--- src/rtl/dmem_arbiter.sv ---
// dmem_arbiter: arbitrates a single-port 32x32 data memory between the CPU MEM stage and a DMA/debug burst port.
//   clk, clrn                          clock (rising edge), asynchronous active-low reset
//   c_req/c_we/c_addr/c_wdata          CPU single-word request
//   c_ready, c_rdata, c_rvalid         CPU grant (combinational), registered read data and its valid pulse
//   d_req/d_we/d_addr/d_len/d_wdata    DMA burst request (d_len 0 means 1, clamped to MAX_BURST)
//   d_ready, d_rdata, d_rvalid, d_busy DMA beat grant, registered read data, valid pulse, burst in progress
//   ram_we/ram_addr/ram_wdata/ram_rdata memory port (ram_rdata is combinational from ram_addr)
module dmem_arbiter #(
    parameter int STARVE_LIMIT = 4,
    parameter int MAX_BURST    = 8
) (
    input  logic        clk,
    input  logic        clrn,
    input  logic        c_req,
    input  logic        c_we,
    input  logic [4:0]  c_addr,
    input  logic [31:0] c_wdata,
    output logic        c_ready,
    output logic [31:0] c_rdata,
    output logic        c_rvalid,
    input  logic        d_req,
    input  logic        d_we,
    input  logic [4:0]  d_addr,
    input  logic [3:0]  d_len,
    input  logic [31:0] d_wdata,
    output logic        d_ready,
    output logic [31:0] d_rdata,
    output logic        d_rvalid,
    output logic        d_busy,
    output logic        ram_we,
    output logic [4:0]  ram_addr,
    output logic [31:0] ram_wdata,
    input  logic [31:0] ram_rdata
);
    localparam int SW = $clog2(STARVE_LIMIT + 1);
    typedef enum logic {IDLE, DMA_BURST} state_t;
    state_t        state_q, state_d;
    logic [SW-1:0] starve_q, starve_d;
    logic [3:0]    beat_q, beat_d, len_q, len_d, new_len;
    logic [4:0]    base_q, base_d;
    logic          dir_q, dir_d;
    logic [31:0]   c_rdata_q, c_rdata_d, d_rdata_q, d_rdata_d;
    logic          c_rvalid_q, c_rvalid_d, d_rvalid_q, d_rvalid_d;
    logic          in_burst, starved, dma_win, cpu_win;
    always_comb begin
        in_burst = state_q == DMA_BURST;
        starved  = starve_q == SW'(STARVE_LIMIT);
        // Grants are gated by clrn so nothing reaches the memory while reset is held.
        dma_win  = clrn && !in_burst && d_req && (!c_req || starved);
        cpu_win  = clrn && !in_burst && c_req && !dma_win;
        new_len  = d_len == 4'd0 ? 4'd1 : d_len > 4'(MAX_BURST) ? 4'(MAX_BURST) : d_len;
        c_ready  = cpu_win;
        d_ready  = in_burst || dma_win;
        ram_addr  = in_burst ? base_q + {1'b0, beat_q} : dma_win ? d_addr : cpu_win ? c_addr : 5'd0;
        ram_we    = in_burst ? dir_q : dma_win ? d_we : cpu_win && c_we;
        ram_wdata = d_ready ? d_wdata : cpu_win ? c_wdata : 32'd0;
        c_rvalid_d = cpu_win && !c_we;
        d_rvalid_d = (in_burst && !dir_q) || (dma_win && !d_we);
        c_rdata_d  = c_rvalid_d ? ram_rdata : c_rdata_q;
        d_rdata_d  = d_rvalid_d ? ram_rdata : d_rdata_q;
        state_d = state_q;
        beat_d  = beat_q;
        base_d  = base_q;
        dir_d   = dir_q;
        len_d   = len_q;
        if (in_burst) begin
            beat_d = beat_q + 4'd1;
            if (beat_q == len_q - 4'd1) begin
                state_d = IDLE;
                beat_d  = 4'd0;
            end
        end else if (dma_win) begin
            base_d = d_addr;
            dir_d  = d_we;
            len_d  = new_len;
            if (new_len > 4'd1) begin
                state_d = DMA_BURST;
                beat_d  = 4'd1;
            end
        end
        starve_d = in_burst ? starve_q : (!d_req || dma_win) ? '0 : starved ? starve_q : starve_q + SW'(1);
    end
    always_ff @(posedge clk or negedge clrn) begin
        if (!clrn) begin
            state_q    <= IDLE;
            starve_q   <= '0;
            beat_q     <= 4'd0;
            len_q      <= 4'd0;
            base_q     <= 5'd0;
            dir_q      <= 1'b0;
            c_rdata_q  <= 32'd0;
            d_rdata_q  <= 32'd0;
            c_rvalid_q <= 1'b0;
            d_rvalid_q <= 1'b0;
        end else begin
            state_q    <= state_d;
            starve_q   <= starve_d;
            beat_q     <= beat_d;
            len_q      <= len_d;
            base_q     <= base_d;
            dir_q      <= dir_d;
            c_rdata_q  <= c_rdata_d;
            d_rdata_q  <= d_rdata_d;
            c_rvalid_q <= c_rvalid_d;
            d_rvalid_q <= d_rvalid_d;
        end
    end
    assign c_rdata  = c_rdata_q;
    assign c_rvalid = c_rvalid_q;
    assign d_rdata  = d_rdata_q;
    assign d_rvalid = d_rvalid_q;
    assign d_busy   = state_q == DMA_BURST;
endmodule

--- config.mk ---
export PLATFORM = sky130hd
export DESIGN_NAME = dmem_arbiter
export DESIGN_NICKNAME = d
export VERILOG_FILES = /design/src/rtl/dmem_arbiter.sv
export SDC_FILE = /design/constraint.sdc
export NUM_CORES = 1
export LEC_CHECK = 0
export ABC_AREA = 1
export BUFFER_PORTS_ARGS = -buffer_cell sky130_fd_sc_hd__buf_2
export CAP_MARGIN = 10
export CORE_MARGIN = 2
export CORE_UTILIZATION = 49
export DETAILED_ROUTE_END_ITERATION = 12
export PLACE_DENSITY = 0.86
export SYNTH_ARGS = -nofsm -noshare
export SYNTH_HDL_FRONTEND = slang
export SYNTH_SLANG_ARGS = --single-unit
--- constraint.sdc ---
create_clock -name clk -period 3.69 [get_ports clk]
set_input_delay 0.5535 -clock clk [delete_from_list [all_inputs] [get_ports clk]]
set_output_delay 0.5535 -clock clk [all_outputs]
set_load 0.05 [all_outputs]
# Word-level counts from Yosys, hierarchy flattened
# Index checks and enable logic that the tools add are counted.
dict set report totals {
  reg_bits 84
  input_bits 116
  output_inout_bits 107
  word_cells 65
}
dict set report op_classes {
  n_addsub 4
  n_lt_le_gt_ge 2
  eq_ne 3
  mux 19
  n_bitwise 1
  n_reduce_logical 26
}
# cell n
set ops {}
lappend ops {{$mux W32} 2}
lappend ops {{$mux W4} 6}
lappend ops {{$mux W5} 3}
lappend ops {{$logic_and A1 B1 Y1} 9}
lappend ops {{$logic_not A1 Y1} 7}
lappend ops {{$mux W1} 6}
lappend ops {{$mux W3} 2}
lappend ops {{$reduce_and A2 Y1} 3}
lappend ops {{$add A5 B4 Y5} 1}
lappend ops {{$add A4 B1 Y4 const B} 1}
lappend ops {{$eq A4 B4 Y1} 1}
lappend ops {{$gt A4 B1 Y1 const B} 1}
lappend ops {{$gt A4 B4 Y1 const B} 1}
lappend ops {{$logic_not A4 Y1} 1}
lappend ops {{$logic_or A1 B1 Y1} 4}
lappend ops {{$reduce_bool A2 Y1} 2}
lappend ops {{$sub A4 B1 Y4 const B} 1}
lappend ops {{$add A3 B1 Y3 const B} 1}
lappend ops {{$eq A3 B3 Y1 const B} 1}
lappend ops {{$ne A2 B1 Y1 const B} 1}
lappend ops {{$not A1 Y1} 1}

# Logic depth before layout (Yosys ltp)
dict set report logic_depth {
  depth_word 9
  ltp_mapped 11
  depth_no_buf 10
}

# Worst setup path before layout
# OpenSTA, ideal clock, no wires.
dict set report synth_timing {
  path_kind {register to output}
  from {register beat_q[0]}
  to {output port ram_addr[2]}
  t_arrival_ps 1946
  required_time_ps 3137
  slack_ps 1191
  path_stages_with_launch 6
  path_buffers 0
  cell_sequence {dfrtp_1 -> ha_1 -> inv_1 -> fa_1 -> xor2_1 -> o211ai_1}
}
dict set report synth_between {
  elab_chain_cells 2
}
# item line_no
set synth_lines {}
lappend synth_lines {{start: declaration} 39} ;# logic [3:0] beat_q, beat_d, len_q, len_d, new_len;
lappend synth_lines {{start signal: assignment} 98} ;# beat_q <= beat_d;
lappend synth_lines {{$add A5 B4 Y5} 54} ;# ram_addr = in_burst ? base_q + {1'b0, beat_q} : dma_win ? d_addr : cpu_win ? c_addr : 5'd0;
lappend synth_lines {{$mux W5} 54}
lappend synth_lines {{end: declaration} 31} ;# output logic [4:0] ram_addr,
# No other way between the ends.

# Worst setup path after layout
dict set report layout_timing {
  from {register starve_q[0]}
  to {output port ram_we}
}
dict set report layout_between {
  elab_chain_cells 8
}
# item line_no
set layout_lines {}
lappend layout_lines {{start: declaration} 38} ;# logic [SW-1:0] starve_q, starve_d;
lappend layout_lines {{start signal: assignment} 97} ;# starve_q <= starve_d;
lappend layout_lines {{$eq A3 B3 Y1 (*)} 47} ;# starved = starve_q == SW'(STARVE_LIMIT);
lappend layout_lines {{$logic_or A1 B1 Y1 (*)} 49} ;# dma_win = clrn && !in_burst && d_req && (!c_req || starved);
lappend layout_lines {{$logic_and A1 B1 Y1 (*)} 49}
lappend layout_lines {{$logic_not A1 Y1} 50} ;# cpu_win = clrn && !in_burst && c_req && !dma_win;
lappend layout_lines {{$logic_and A1 B1 Y1} 50}
lappend layout_lines {{$logic_and A1 B1 Y1} 55} ;# ram_we = in_burst ? dir_q : dma_win ? d_we : cpu_win && c_we;
lappend layout_lines {{$mux W1 (*) (2 in series)} 55}
lappend layout_lines {{end: declaration} 30} ;# output logic ram_we,
# Every way passes the cells marked *; elsewhere a longest branch is shown, timed or not.

==> flow_summary.yaml <==
status:
  status: "finished, final reports clean"
logic_synthesis:
  syn_area_sq_mm: 0.00419
  synthTopCellsByCount: "nand2_1, dfrtp_1, inv_1"
  synthDistinctLibCells: 27
  synth-seq-cells: 84
  ys_warn_count: 0
  yosysMostFrequentCell: "nand2_1"
  synth_ff_type: "dfrtp_1"
  synthesis.nets: 675
  yosysSeqAreaShare_pct: 50.1
  netlist_top_cells_area: "dfrtp_1, nand2_1, o21ai_0"
  avgSynthCellArea_sq_um: 7.62
  ys_async_sr_fraction_pct: 100
  synth_top_area_share_pct: 50.1
  syn_inst: 550
  synth-edff-count: 0
  synth_top_area_cell: "dfrtp_1"
layout:
  final_util_pct: 67.2
  drive_gt1_share_pct: 32.9
  area_growth_pct: 32.4
  diodes: 0
  nets: 887
grt:
  antenna_found_initial: 0
  first_global_vias: 3997
  grt_usage_pct: 25.7
  grt_overflow_total: 0
  grt_pass1_wl_mm: 18.3
  grt_max_degree: 66
pwr:
  sw_frac_of_total_pct: 57.7
  clock_power_share_pct: 11.8
  ir_drop_mv: 0.594
  p_leak_nw: 3.30
  internal_power_mw: 2.60
  seqPwrFrac_pct: 26.5
  total_power_mw: 6.13
  power.density_mw_per_mm2: 1110
  power_frac_comb_pct: 61.6
  p_sw_mw: 3.54
routing:
  drt_wl_total_mm: 12.4
  post_drt_wl_per_cell_um: 14.3
  first_pass_iters: 4
  postRouteAntennaNets: 0
  vias: 4361
  first_iter_violations: 156
  drc: 0
  vias_per_cell: 5.01
timing:
  setup_tns_ps: 0
  tightest_slew_ps: 718
  rsz0062_at_grt: "false"
  min_period_ps: 3230
  hold_viol: 0
  relSlewSlack_pct: 52.0
  fin_crit_sh_pct: 87.5
  skew_ps: 14.7
  finalSetupViolations: 0
  slew_violations: 0
  fmax_mhz: 310
  setup_slack_ps: 461
critical_path:
  start_kind: "register"
  critPathKind: "reg2out"
  worstSetupEndpointType: "primary output"
  crit_fanout: 39
  cp.arrival_ps: 2680
  crit_required_ps: 3140
die:
  core_sq_mm: 0.00826
  ios: 223
  fp-row-count: 33
  die_y_um: 96.5
  die_w_um: 96.5
  initial_core_util_pct: 50.8
  die-area_sq_mm: 0.00931
flow_run:
  cap_violations: 0
clock_tree:
  cts_resized: 0
  holdBufCountCts: 0
  clkLatencyLatePin_ps: 340
  cts-root-buf: "clkbuf_8"
  clk_pin_slew_ps: 80
  cts_tree: "done"
  clk_path_buf_depth: 2
  post_cts_buffers: 0
  numCtsBuffers: 9
  ctsHtreeMaxLevel: 3
  clock-sinks: 84
placed_design:
  port_buffers: 222
  dp_hpwl_mm: 9.51
  dp_slack_ps: 865
  place_congestion: 0.875
min_path:
  hold_class: "in2async"
-- final cells by class --
| type | count | area [sq um] |
|---|---|---|
| clock buffers | 10 | 138 |
| clock inverters | 5 | 86.3 |
| fillers | 724 | 2710 |
| inverters | 57 | 216 |
| multi-input cells | 384 | 1730 |
| flip-flops and latches | 84 | 2100 |
| well taps | 105 | 131 |
| repair buffers | 226 | 1140 |
-- sequential cells by signal, summed over array words and instances, names as in the netlist --
register  count
beat_q        4
c_rvalid      1
d_busy        1
base_q        5
len_q         4
dir_q         1
c_rdata      32
d_rdata      32
d_rvalid      1
starve_q      3
-- metal layers --
layer	GRT usage, %	share of wire [%]
met1	28.4	36
met3	8.69	10
met2	46.2	51
met5	0	0
met4	8.92	2.8
-- worst paths after layout --
| path | startpoint | endpoint | slack, ps | cells past startpoint |
|---|---|---|---|---|
| min reg2reg | c_rdata[7] | c_rdata[7] | 500 | 2 |
| max reg2reg | starve_q[0] | c_rdata[26] | 1530 | 10 |
| min | clrn | len_q[2] | 240 | 2 |
| min in group clk | ram_rdata[17] | c_rdata[17] | 420 | 3 |
| max | starve_q[0] | ram_we | 460 | 11 |
| max in group asynchronous | clrn | d_rdata[26] | 2440 | 3 |
-- stage by stage --
step,hold slack [ps],cells,cell area [sq um]
global placement,477,856,5320
CTS,236,871,5550
finish,239,871,5550
global route,240,871,5550
detailed placement,482,856,5320
floorplan,258,550,4190
-- critical path: stages (launching register included) --
cell	delay [ps]
dfrtp_1	390
inv_1	80
ha_1	200
nand2_1	90
nand2_1	110
nand2_1	90
nand2_2	50
buf_4	230
inv_2	480
nand2_1	140
o211ai_1	140
buf_2	300
-- kinds of logic (layout without fill, tap and decap cells) --
logic type	count (synthesis)	count (layout)	synth area share (%)
xor+xnor	4	4	0.836
fa+ha+maj	9	9	2.87
simple gates	291	291	27.6
compound gates	80	80	9.82
flops	84	84	50.1
buf+inv	82	298	8.75
-- layout by cell type, fill, tap and decap left out, types with 5 or more instances in the layout --
master	count
ha_1	8
a21oi_1	6
nand2_1	253
buf_2	221
nand3_1	18
dfrtp_1	84
clkbuf_8	10
nor2_1	10
o21ai_0	43
o21ai_1	27
buf_4	5
inv_1	53
-- power by group through the flow --
stage / Clock (mW) / Sequential, mW / Combinational, mW
6_report: 0.725 / 1.63 / 3.78
3_5_place_dp: 0 / 1.63 / 3.80
5_1_grt: 0.784 / 1.68 / 4.08
3_3_place_gp: 0 / 1.61 / 3.72
4_1_cts: 0.743 / 1.63 / 3.81
2_1_floorplan: 0 / 2.80 / 1.76
(Power assumes the default switching activity.)
